File: config.mk
export PLATFORM = sky130hd
export DESIGN_NAME = sub_datapath
export DESIGN_NICKNAME = d
export VERILOG_FILES = /design/src/rtl/sub_datapath.sv
export SDC_FILE = /design/constraint.sdc
export NUM_CORES = 1
export LEC_CHECK = 0
export CAP_MARGIN = 15
export CORE_UTILIZATION = 55
export DETAILED_ROUTE_END_ITERATION = 6
export HOLD_SLACK_MARGIN = 0.1
export PLACE_DENSITY = 0.75
export SLEW_MARGIN = 20
export SYNTH_ARGS = -nofsm -noshare
export SYNTH_HDL_FRONTEND = slang
export SYNTH_SLANG_ARGS = --single-unit
File: constraint.sdc
create_clock -name clk -period 4.9 [get_ports clk]
set_input_delay 0.98 -clock clk [delete_from_list [all_inputs] [get_ports clk]]
set_output_delay 0.98 -clock clk [all_outputs]
set_load 0.01 [all_outputs]
File: src/rtl/sub_datapath.sv
`default_nettype none
// ============================================================================
// Module      : sub_datapath
// Description : Register-file datapath driven by control_unit. It holds
//               sixteen WIDTH-bit registers, a write-source mux and a
//               subtractor ALU (A - B). It returns registered no-borrow and
//               zero flags, and captures a register into 'result' when
//               control_unit releases busy.
// Ports       : clk          - system clock, rising edge
//               rst          - synchronous active-high reset
//               data_in      - external operand (insel = 00)
//               insel        - write source: 00 data_in, 01 cu_const,
//                              10 ALU result, 11 operand A (move)
//               cu_const     - constant from control_unit
//               in_mux_add   - operand A select (R0..R7 only)
//               out_mux_add  - operand B / result-capture select (R0..R15)
//               reg_add      - write destination (R0..R15)
//               we           - register-file write enable
//               busy         - control_unit busy; falling edge captures
//               co, z        - flags of the last ALU write
//               result       - captured register value
//               result_valid - one-cycle pulse when result loads
// Revision    : 1.0 - initial release
// ============================================================================
module sub_datapath #(
    parameter int WIDTH = 8,
    parameter int NREG  = 16
) (
    input  logic             clk,
    input  logic             rst,
    input  logic [WIDTH-1:0] data_in,
    input  logic [1:0]       insel,
    input  logic [WIDTH-1:0] cu_const,
    input  logic [2:0]       in_mux_add,
    input  logic [3:0]       out_mux_add,
    input  logic [3:0]       reg_add,
    input  logic             we,
    input  logic             busy,
    output logic             co,
    output logic             z,
    output logic [WIDTH-1:0] result,
    output logic             result_valid
);

    localparam logic [1:0] SEL_DATA  = 2'b00;
    localparam logic [1:0] SEL_CONST = 2'b01;
    localparam logic [1:0] SEL_ALU   = 2'b10;
    localparam logic [1:0] SEL_MOVE  = 2'b11;

    logic [WIDTH-1:0] regs_q [NREG];
    logic             busy_q;

    logic [WIDTH-1:0] opa_w;
    logic [WIDTH-1:0] opb_w;
    logic [WIDTH:0]   diff_w;
    logic [WIDTH-1:0] alu_res_w;
    logic             alu_co_w;
    logic [WIDTH-1:0] wdata_d;
    logic             capture_w;
    logic             flag_upd_w;

    // Operand A only spans R0..R7 because its select is 3 bits wide.
    assign opa_w = regs_q[{1'b0, in_mux_add}];
    assign opb_w = regs_q[out_mux_add];

    // A + ~B + 1: the carry out is the no-borrow flag (1 iff A >= B).
    assign diff_w    = {1'b0, opa_w} + {1'b0, ~opb_w} + {{WIDTH{1'b0}}, 1'b1};
    assign alu_res_w = diff_w[WIDTH-1:0];
    assign alu_co_w  = diff_w[WIDTH];

    always_comb begin
        wdata_d = data_in;
        case (insel)
            SEL_DATA:  wdata_d = data_in;
            SEL_CONST: wdata_d = cu_const;
            SEL_ALU:   wdata_d = alu_res_w;
            SEL_MOVE:  wdata_d = opa_w;
            default:   wdata_d = data_in;
        endcase
    end

    assign flag_upd_w = we && (insel == SEL_ALU);
    assign capture_w  = busy_q && !busy;

    // Register file: reads are combinational from the stored array, so a
    // same-cycle read of the destination sees the pre-write value.
    always_ff @(posedge clk) begin
        if (rst) begin
            for (int i = 0; i < NREG; i++) begin
                regs_q[i] <= '0;
            end
        end else if (we) begin
            regs_q[reg_add] <= wdata_d;
        end
    end

    always_ff @(posedge clk) begin
        if (rst) begin
            co           <= 1'b0;
            z            <= 1'b0;
            busy_q       <= 1'b0;
            result       <= '0;
            result_valid <= 1'b0;
        end else begin
            busy_q <= busy;
            if (flag_upd_w) begin
                co <= alu_co_w;
                z  <= (alu_res_w == '0);
            end
            // Capture uses opb_w, i.e. the contents before any write this edge.
            if (capture_w) begin
                result <= opb_w;
            end
            result_valid <= capture_w;
        end
    end

endmodule
`default_nettype wire

# After elaboration in Yosys (flattened, before gate mapping)

Memories as Yosys holds them, arrays and structs flattened.
Index checks and enable logic that the tools add are counted.

Flip-flop bits (word level): 12
Latch bits: 0
Bits in writable memories: 128
Bits in read-only memories: 0
Bits of input ports: 33
Output and inout port bits: 11
Word-level logic and storage cells: 27
Memories: 1

Add/sub/neg operators: 2
Multipliers: 0
Div/mod/pow operators: 0
Order comparisons: 0
Eq/ne operators: 3
Shifts and indexed selects: 0
Multiplexer cells: 9
Bitwise logic cells: 1
Reductions and logical operators: 6

Memory list:

| memory | words | width | rd ports | clocked after Yosys merged registers in | write ports | line | RTL |
|---|---|---|---|---|---|---|---|
| regs_q | 16    | 8     | 2        | 0                                       | 16          | 50   | `logic [WIDTH-1:0] regs_q [NREG];` |

Operators with widths:

| kind                | number |
|---|---|
| $pmux 8 s4          | 1 |
| $add 8x8->9         | 1 |
| $add 9x1->9 const B | 1 |
| $logic_not 8->1     | 1 |
| $mux 8              | 1 |
| $not 8->8           | 1 |
| $reduce_or 8->1     | 1 |
| $mux 1              | 6 |
| $eq 2x2->1 const B  | 2 |
| $mux 4              | 1 |
| $eq 2x1->1 const B  | 1 |
| $logic_and 1x1->1   | 2 |
| $logic_not 2->1     | 1 |
| $logic_not 1->1     | 1 |

# Depth between registers and ports, before layout

Gate-level depths: netlist of the first run.
An unclocked memory read counts as a cell.

Word-level depth: 6
Depth in mapped cells: 13
Depth with buffers taken out: 10

# Worst setup path before layout of the first run

Ideal clock, no wire load.

Path type: input port to flip-flop
Start point: in out_mux_add[0]
End point: mem regs_q[15][3] (data pin)
Library setup time: 0.267 ns
Data arrival time: 4.137 ns
Data required time: 4.633 ns
Path slack: 0.496 ns
Cell stages on the path: 12
Path buffers: 3
Path through: clkbuf_1 buf_2 mux4_2 mux4_2 inv_1 ha_1 nor2b_1 o21a_1 or3_1 a311oi_4 buf_6 nor3_1

RTL lines:

| item               | line | RTL |
|---|---|---|
| start: declaration | 35   | `input logic [3:0] out_mux_add,` |
| end: declaration   | 50   |  |

==> results of run 1 <==
## worst min-delay path, cell delays in order (launching register included)
cell     delay, ps
dfxtp_1        310
nand2_1         50
a21oi_1         50
## worst paths after layout
path,start,endpoint,slack [ps],cells after the start
worst max register to register,regs_q[6][0],regs_q[2][6],1320,12
worst min register to register,result[2],result[2],460,2
worst min-delay path,result[2],result[2],460,2
worst max-delay path,in_mux_add[0],regs_q[10][5],410,10
## layout by cell type, fill, tap and decap left out, types with 2 or more instances in the layout
cell type,n
edfxtp_1,128
nor2_1,72
mux4_2,56
nor3_1,51
clkdlybuf4s50_1,42
nand2_1,33
nand2b_1,19
a21oi_1,18
nor3b_1,17
clkbuf_16,17
inv_1,14
dfxtp_1,12
buf_4,11
ha_1,9
mux2_2,8
nor2b_1,8
o21ai_0,7
buf_12,6
nand3_1,5
a21o_1,4
bufinv_16,3
clkinvlp_4,3
mux2i_1,2
and3_1,2
nor2_2,2
and2_1,2
o2bb2ai_1,2
o21ai_2,2
nand4b_1,2
a211oi_1,2
clkinv_1,2
clkinv_2,2
## cells in the mapped netlist (2+ instances only)
cell type    n
a211oi_1     2
a21o_1       4
a21oi_1     18
and2_1       2
and3_1       2
buf_2       11
buf_6        4
clkbuf_1    24
dfxtp_1     12
edfxtp_1   128
ha_1         9
inv_1       14
mux2_2       8
mux2i_1      2
mux4_2      56
nand2_1     33
nand2b_1    19
nand3_1      5
nand4b_1     2
nor2_1      74
nor2b_1      8
nor3_1      51
nor3b_1     17
o21ai_0      7
o21ai_2      2
o2bb2ai_1    2
## sequential cells by signal, summed over array words and instances (netlist names)
signal	cells
regs_q	128
result	8
busy_q	1
result_valid	1
z	1
co	1
## layout make-up
class | count | area, um2 | area share (%)
sequential | 140 | 4080 | 47.8
multi-input combinational | 347 | 2980 | 34.9
timing repair buffer | 60 | 628 | 7.36
clock buffer | 18 | 429 | 5.03
tap | 172 | 215 | 2.52
clock inverter | 12 | 148 | 1.73
inverter | 14 | 52.6 | 0.615
antenna | 1 | 2.50 | 0.0293
## per-stage QoR
| stage | utilization, % | setup slack (ps) | std cells | cell area (um2) |
|---|---|---|---|---|
| after floorplan | - | 496 | 541 | 7300 |
| final | 66.8 | 406 | 764 | 8540 |
| after global placement | 62.3 | 144 | 733 | 7950 |
| after detailed placement | 62.3 | 27.4 | 733 | 7960 |
| after global routing | 66.8 | 184 | 764 | 8540 |
| after CTS | 66.8 | 431 | 763 | 8530 |
## cell families (layout without fill, tap and decap cells)
kind of cell               Yosys count  in the layout  share of synthesized area, %
DFF                                140            140                          55.9
buffers and inverters               54            104                          3.37
muxes                               66             66                          18.8
and+or+nand+nor                    216            216                          14.3
other                                0              1                             0
AOI/OAI and AO/OA                   53             53                          5.64
adders and majority gates           10             10                          1.82
xor gates and xnor gates             2              2                         0.240
## routing by layer
metal	up-vias	part of all wire [%]	track usage, %
met3	67	10	8.39
met5	-	0.29	2.59
met4	4	4.3	16.2
li1	2158	-	-
met1	2518	39	43.0
met2	343	46	48.5
## power breakdown
group	leakage, nW	switching [mW]	internal [mW]
Combinational	1.29	0.315	0.220
Clock	0.273	0.492	0.789
Sequential	1.42	0.0221	1.35
==> impl_metrics.py, run 1 <==
metrics = {
    "clock_tree": {
        "cts_buffers": 17,
        "cts.path.max_buffers": 2,
        "cts_resized": 0,
        "cts.clk_slew.worst_paths_ps": 60,
        "cts_sinks": 140,
        "cts_setup_buffers": 0,
        "insertion_delay_ps": 430,
        "tritoncts": "done",
        "htreeDepth": 4,
        "root_buffer": "clkbuf_16",
        "cts_hold_buf": 0,
    },
    "placement": {
        "io_buffers": 43,
        "dp_hpwl_um": 13800,
        "gp_congestion": 0.931,
    },
    "floorplanning": {
        "die_h_um": 117,
        "die_w_um": 117,
        "core_area_um2": 12800,
        "die_area_um2": 13700,
        "rows": 41,
        "ioPinCount": 44,
        "start_util_pct": 57.2,
    },
    "logic_synthesis": {
        "synth-async-reset-ratio_pct": 0,
        "synth_top_area_share_pct": 52.6,
        "yosys.cell_types.count": 51,
        "synth_top_area_cell": "edfxtp_1",
        "synth.avg_cell_area_um2": 13.5,
        "synth-seq-area-share_pct": 55.9,
        "synth_fp_nets": 584,
        "yosys_most_used_dff": "edfxtp_1",
        "yosysWarnings": 0,
        "ys_ff_latch": 140,
        "syn_inst": 541,
        "synth-edff-count": 128,
        "synth_area_um2": 7300,
        "netlist_top_cells_area": "edfxtp_1, mux4_2, nor2_1",
    },
    "critical_path": {
        "critical-path-max-stage-delay_ps": 670,
        "crit_buf_inv": 2,
        "start_kind": "input port",
        "slowest_stage": "clkdlybuf4s50_1",
        "worstPathMaxFanout": 16,
        "cp.arrival_ps": 4660,
        "endpoint_kind": "flip-flop",
        "worstSetupPathType": "input port to flip-flop",
        "cpLargestDelayFamily": "compound AO/OA/AOI/OAI gates",
        "critPathRequiredTime_ps": 5060,
        "worstPathCellList": "clkdlybuf4s50_1, buf_4, mux4_2, mux2_2, ha_1, and2_1, o211ai_1, a21boi_0, o311a_2, nor3b_1",
    },
    "route": {
        "drt_iter0_markers": 559,
        "drtAntennaViolNets": 0,
        "drt_first_pass_iters": 5,
        "via_per_inst": 6.66,
        "drc_errors": 0,
        "wl_per_cell_um": 26.3,
        "vias": 5090,
        "drt_wl_total_um": 20100,
    },
    "power_and_ir_drop": {
        "power.static_leakage_nw": 2.99,
        "ir_drop_mv": 0.314,
        "design_power_total_mw": 3.19,
        "power_density_nw_per_um2": 374,
    },
    "grt": {
        "overflow": 0,
        "grt_pass1_wl_um": 29900,
        "track_usage_pct": 32.0,
        "antenna_found_initial": 2,
        "grt_max_degree": 33,
        "grt_pass1_vias": 4995,
    },
    "timing": {
        "tns_ps": 0,
        "hold_ws_ps": 460,
        "rsz0062_at_grt": "false",
        "relSlewSlack_pct": 35.7,
        "fmax_mhz": 223,
        "drv_slew": 0,
        "timing_hold_violations_final": 0,
        "fin_crit_sh_pct": 91.7,
        "tightestPinTransition_ps": 964,
        "fin_crit_ps": 4490,
        "setup_viol": 0,
        "finClkSkew_ps": 6.62,
    },
    "cells_and_area": {
        "nNetsFinal": 623,
        "syn2layout_area_growth_pct": 16.9,
        "drive_gt1_share_pct": 20.5,
        "num-fill-cells": 927,
    },
    "outcome": {
        "status": "complete, no violations",
    },
    "run": {
        "max_cap_viol_count": 0,
    },
    "hold_path": {
        "min_path_type": "flip-flop to flip-flop",
    },
}
No activity file was read; power rests on OpenSTA's default activity.
==> inputs of run 2 (changes only) <==
Settings changed: CORE_UTILIZATION 55 to 45, CTS_CLUSTER_SIZE set to 30, PLACE_DENSITY 0.75 to not set.
==> impl_metrics.py, run 2 (synthesized netlist as in run 1, its figures left out) <==
metrics = {
    "run": {
        "max_cap_viol_count": 0,
    },
    "power_and_ir_drop": {
        "ir_drop_mv": 0.277,
        "power_density_nw_per_um2": 374,
        "design_power_total_mw": 3.25,
        "power.static_leakage_nw": 3.04,
    },
    "route": {
        "drt_iter0_markers": 539,
        "wl_per_cell_um": 25.6,
        "drt_first_pass_iters": 5,
        "drt_wl_total_um": 20800,
        "drc_errors": 0,
        "via_per_inst": 6.12,
        "vias": 4981,
        "drtAntennaViolNets": 0,
    },
    "timing": {
        "tns_ps": 0,
        "timing_hold_violations_final": 0,
        "hold_ws_ps": 457,
        "relSlewSlack_pct": 40.3,
        "fin_crit_sh_pct": 92.3,
        "finClkSkew_ps": 10.4,
        "drv_slew": 0,
        "fin_crit_ps": 4530,
        "setup_viol": 0,
        "rsz0062_at_grt": "false",
        "fmax_mhz": 221,
        "tightestPinTransition_ps": 895,
    },
    "clock_tree": {
        "cts.clk_slew.worst_paths_ps": 60,
        "cts.path.max_buffers": 2,
        "cts_resized": 0,
        "cts_sinks": 140,
        "insertion_delay_ps": 420,
        "cts_setup_buffers": 0,
        "tritoncts": "done",
        "htreeDepth": 4,
        "cts_buffers": 17,
        "cts_hold_buf": 0,
        "root_buffer": "clkbuf_16",
    },
    "critical_path": {
        "worstPathCellList": "clkdlybuf4s50_1, mux4_2, mux2i_1, ha_1, inv_1, fa_1, a21oi_1, o21ai_0, a221oi_1, o221ai_2, buf_4, nor2_1",
        "rrSetupSlack_ps": 1260,
        "critPathRequiredTime_ps": 5160,
        "cp.arrival_ps": 4790,
        "critical-path-max-stage-delay_ps": 700,
        "endpoint_kind": "flip-flop",
        "r2r_cells": 11,
        "slowest_stage": "clkdlybuf4s50_1",
        "r2r-end": "regs_q[10][6]",
        "reg2reg_from": "regs_q[6][0]",
        "start_kind": "input port",
        "worstPathMaxFanout": 16,
        "worstSetupPathType": "input port to flip-flop",
    },
    "grt": {
        "grt_pass1_vias": 4949,
        "antenna_found_initial": 0,
        "grt_max_degree": 27,
        "track_usage_pct": 27.1,
        "overflow": 0,
        "grt_pass1_wl_um": 31300,
    },
    "floorplanning": {
        "die_area_um2": 16700,
        "die_h_um": 129,
        "die_w_um": 129,
        "ioPinCount": 44,
        "start_util_pct": 46.0,
        "core_area_um2": 15900,
        "rows": 46,
    },
    "hold_path": {
        "whs_path_depth": 2,
        "worst_hold_startpoint": "result[0]",
        "min_path_type": "flip-flop to flip-flop",
        "holdPathEnd": "result[0]",
    },
    "placement": {
        "io_buffers": 43,
        "dp_hpwl_um": 14600,
        "gp_congestion": 0.941,
    },
    "cells_and_area": {
        "drive_gt1_share_pct": 21.2,
        "syn2layout_area_growth_pct": 18.9,
        "nNetsFinal": 628,
        "mostFrequentLayoutCell": "edfxtp_1",
        "multi_input_area_um2": 2970,
        "top_regs": "regs_q (128), result (8)",
        "largest_register": "regs_q",
        "final_cell_mix": "edfxtp_1, nor2_1, mux4_2",
        "seqCellArea_um2": 4080,
        "num-fill-cells": 1353,
        "largest_reg_flops": 128,
        "diodes": 0,
    },
    "outcome": {
        "status": "complete, no violations",
    },
}
run 2: changes by cell type in the layout (fill, tap and decap cells not counted), sizes merged:
cell	delta
buf	+5
clkinv	-1
diode	-1
inv	+1
clkbuf	+2
run 2: worst max-delay path, delay by kind of cell:
family                   cells  cell delay (ps)
AO/OA/AOI/OAI                4             1140
buffers and inverters        3             1010
multiplexers                 2              880
adder cells (fa/ha/maj)      2              640
AND/OR/NAND/NOR              1              140
run 2: power breakdown:
group | leakage, nW | switching [mW] | internal [mW] | total (mW)
Combinational | 1.33 | 0.310 | 0.227 | 0.537
Clock | 0.289 | 0.518 | 0.820 | 1.34
Sequential | 1.42 | 0.0211 | 1.35 | 1.37
Total | 3.04 | 0.849 | 2.40 | 3.25
run 2: cell type report:
class	instances	area share, %
repair buffers	65	7.96
clock buffers	20	5.14
well taps	216	3.11
multi-input cells	347	34.3
clock inverters	12	1.89
inverters	14	0.605
flip-flops and latches	140	47.0
run 2: metrics by stage:
step                      setup slack (ps)  util, %  instances  cell area, um2
after floorplan                        496        -        541            7300
after global placement                20.7     50.8        782            8070
after detailed placement              24.5     50.8        782            8070
after CTS                              386     54.7        814            8680
after global routing                   169     54.7        814            8680
final                                  375     54.7        814            8680
run 2: worst max path at each step:
stage | startpoint | endpoint | cells past startpoint
3_5_place_dp | in_mux_add[0] | regs_q[9][6] | 12
4_1_cts | in_mux_add[0] | regs_q[10][6] | 12
3_3_place_gp | in_mux_add[0] | regs_q[3][6] | 12
2_1_floorplan | out_mux_add[0] | regs_q[15][3] | 12
5_1_grt | in_mux_add[0] | regs_q[14][6] | 12
6_report | in_mux_add[0] | regs_q[10][6] | 12
run 2: per-layer routing:
layer | wire length [um] | GRT usage (%) | vias to the layer above
li1 | - | - | 2176
met1 | 8640 | 38.2 | 2525
met2 | 10200 | 42.3 | 254
met3 | 1690 | 5.82 | 26
met4 | 323 | 8.03 | 0
met5 | 0 | 0 | -
==> inputs of run 3 (changes only) <==
Settings changed: CELL_PAD_IN_SITES_DETAIL_PLACEMENT set to 1, CELL_PAD_IN_SITES_GLOBAL_PLACEMENT set to 2, CORE_UTILIZATION 45 to 32, PLACE_DENSITY_LB_ADDON set to 0.1.
==> impl_metrics.py, run 3 (synthesized netlist as in run 1, its figures left out) <==
metrics = {
    "timing": {
        "tightestPinTransition_ps": 974,
        "fmax_mhz": 233,
        "relSlewSlack_pct": 35.1,
        "finClkSkew_ps": 14.2,
        "fin_crit_ps": 4290,
        "tns_ps": 0,
        "fin_crit_sh_pct": 87.6,
        "drv_slew": 0,
        "timing_hold_violations_final": 0,
        "rsz0062_at_grt": "false",
        "setup_viol": 0,
    },
    "critical_path": {
        "cp.arrival_ps": 4450,
        "reg2reg_from": "regs_q[7][1]",
        "worstPathCellList": "clkdlybuf4s50_1, buf_12, mux4_2, mux4_2, inv_1, ha_1, nor2b_1, o21a_1, or3_1, a311oi_4, buf_4, nor3_1",
        "critPathRequiredTime_ps": 5050,
        "worstSetupPathType": "input port to flip-flop",
        "worstPathMaxFanout": 32,
        "critical-path-max-stage-delay_ps": 510,
        "endpoint_kind": "flip-flop",
        "slowest_stage": "mux4_2",
        "setup.worst_path.start": "out_mux_add[2]",
        "cpLargestDelayFamily": "buffers and inverters",
        "crit_path_frequent_cell": "mux4_2",
        "rrSetupSlack_ps": 1370,
        "crit_buf_inv": 4,
        "start_kind": "input port",
    },
    "route": {
        "via_per_inst": 5.60,
        "vias": 4922,
        "wl_met2_um": 11600,
        "wirelength_met1_um": 10100,
        "top_layer_used": "met4",
        "drt_first_pass_iters": 4,
        "drt_iter0_markers": 360,
        "drt_wl_total_um": 23200,
        "drtAntennaViolNets": 0,
        "drc_errors": 0,
        "wl_per_cell_um": 26.4,
        "met3_length_um": 1150,
    },
    "power_and_ir_drop": {
        "power_density_nw_per_um2": 377,
        "switching_share_pct": 26.4,
        "p_int_mw": 2.43,
        "sequentialPowerShare_pct": 41.6,
        "clock_power_share_pct": 42.0,
        "switching_power_mw": 0.871,
        "power.static_leakage_nw": 3.04,
        "ir_drop_mv": 0.152,
        "pwr-share-comb_pct": 16.4,
    },
    "grt": {
        "overflow": 0,
        "grt_max_degree": 33,
        "antenna_found_initial": 0,
        "grt_pass1_wl_um": 34600,
        "track_usage_pct": 20.7,
        "grt_pass1_vias": 5175,
    },
    "hold_path": {
        "min_path_type": "flip-flop to flip-flop",
        "worst_hold_startpoint": "result[2]",
    },
    "cells_and_area": {
        "mostFrequentLayoutCell": "edfxtp_1",
        "largest_register": "regs_q",
        "drive_gt1_share_pct": 21.7,
        "syn2layout_area_growth_pct": 19.8,
        "finish.instance_area_um2": 8750,
        "largest_reg_flops": 128,
        "diodes": 0,
        "nNetsFinal": 630,
        "top_regs": "regs_q (128), result (8)",
        "stdcell_count": 879,
        "final_cell_mix": "edfxtp_1, nor2_1, mux4_2",
    },
    "floorplanning": {
        "die_h_um": 153,
        "rows": 54,
        "start_util_pct": 33.1,
        "ioPinCount": 44,
        "die_w_um": 153,
        "die_area_um2": 23400,
        "core_area_um2": 22100,
    },
    "clock_tree": {
        "insertion_delay_ps": 430,
        "cts_buffers": 17,
        "cts_resized": 0,
        "htreeDepth": 4,
        "cts.clk_slew.worst_paths_ps": 60,
        "cts_setup_buffers": 0,
        "root_buffer": "clkbuf_16",
        "cts_sinks": 140,
        "tritoncts": "done",
        "cts_hold_buf": 0,
        "cts.path.max_buffers": 2,
    },
    "outcome": {
        "status": "complete, no violations",
    },
    "placement": {
        "place_inst": 848,
        "gp_congestion": 0.836,
        "dp_hpwl_um": 16400,
        "placed_cell_area_um2": 8130,
        "io_buffers": 43,
    },
    "run": {
        "max_cap_viol_count": 0,
    },
}
==> run 3: changes by cell type in the layout (fill, tap and decap cells not counted), sizes merged <==
cell and change:
clkbuf -2, bufinv +1, buf +2, inv +2
clkinv -2
==> run 3: path summary, 6_finish.rpt <==
check / to / cells after the start
setup / recovery: regs_q[12][3] / 12
setup reg to reg: regs_q[12][3] / 10
hold / removal: result[2] / 2
hold reg to reg: result[2] / 2
==> run 3: cell type report <==
class | count | area [um2]
multi-input cells | 347 | 2980
well taps | 280 | 350
clock inverters | 13 | 190
clock buffers | 18 | 429
fillers | 2262 | 13300
repair buffers | 67 | 668
flip-flops and latches | 140 | 4080
inverters | 14 | 52.6
==> run 3: tightest hold or removal path, cell delays in order (launching register included) <==
cell and delay [ps]:
dfxtp_1 310, nand2_1 50, a21oi_1 50
==> run 3: metal layers <==
layer	vias up	GRT usage (%)
met2	137	34.6
met4	0	6.16
met5	-	0
met1	2596	27.2
li1	2169	-
met3	20	4.00
==> run 3: power by group through the flow <==
| stage | clock (mW) | sequential, mW | combinational (mW) |
|---|---|---|---|
| 2_1_floorplan | 0 | 1.39 | 0.337 |
| 3_3_place_gp | 0 | 1.39 | 0.545 |
| 3_5_place_dp | 0 | 1.40 | 0.545 |
| 4_1_cts | 1.40 | 1.37 | 0.548 |
| 5_1_grt | 1.45 | 1.38 | 0.582 |
| 6_report | 1.38 | 1.37 | 0.542 |
==> run 3: through the flow <==
step | hold slack (ps) | setup slack (ps) | util (%) | total power [mW]
floorplan | 481 | 496 | - | 1.72
global route | 479 | 484 | 39.6 | 3.40
global placement | 446 | 246 | 36.8 | 1.94
detailed placement | 454 | 201 | 36.8 | 1.94
finish | 459 | 607 | 39.6 | 3.30
CTS | 462 | 638 | 39.6 | 3.32
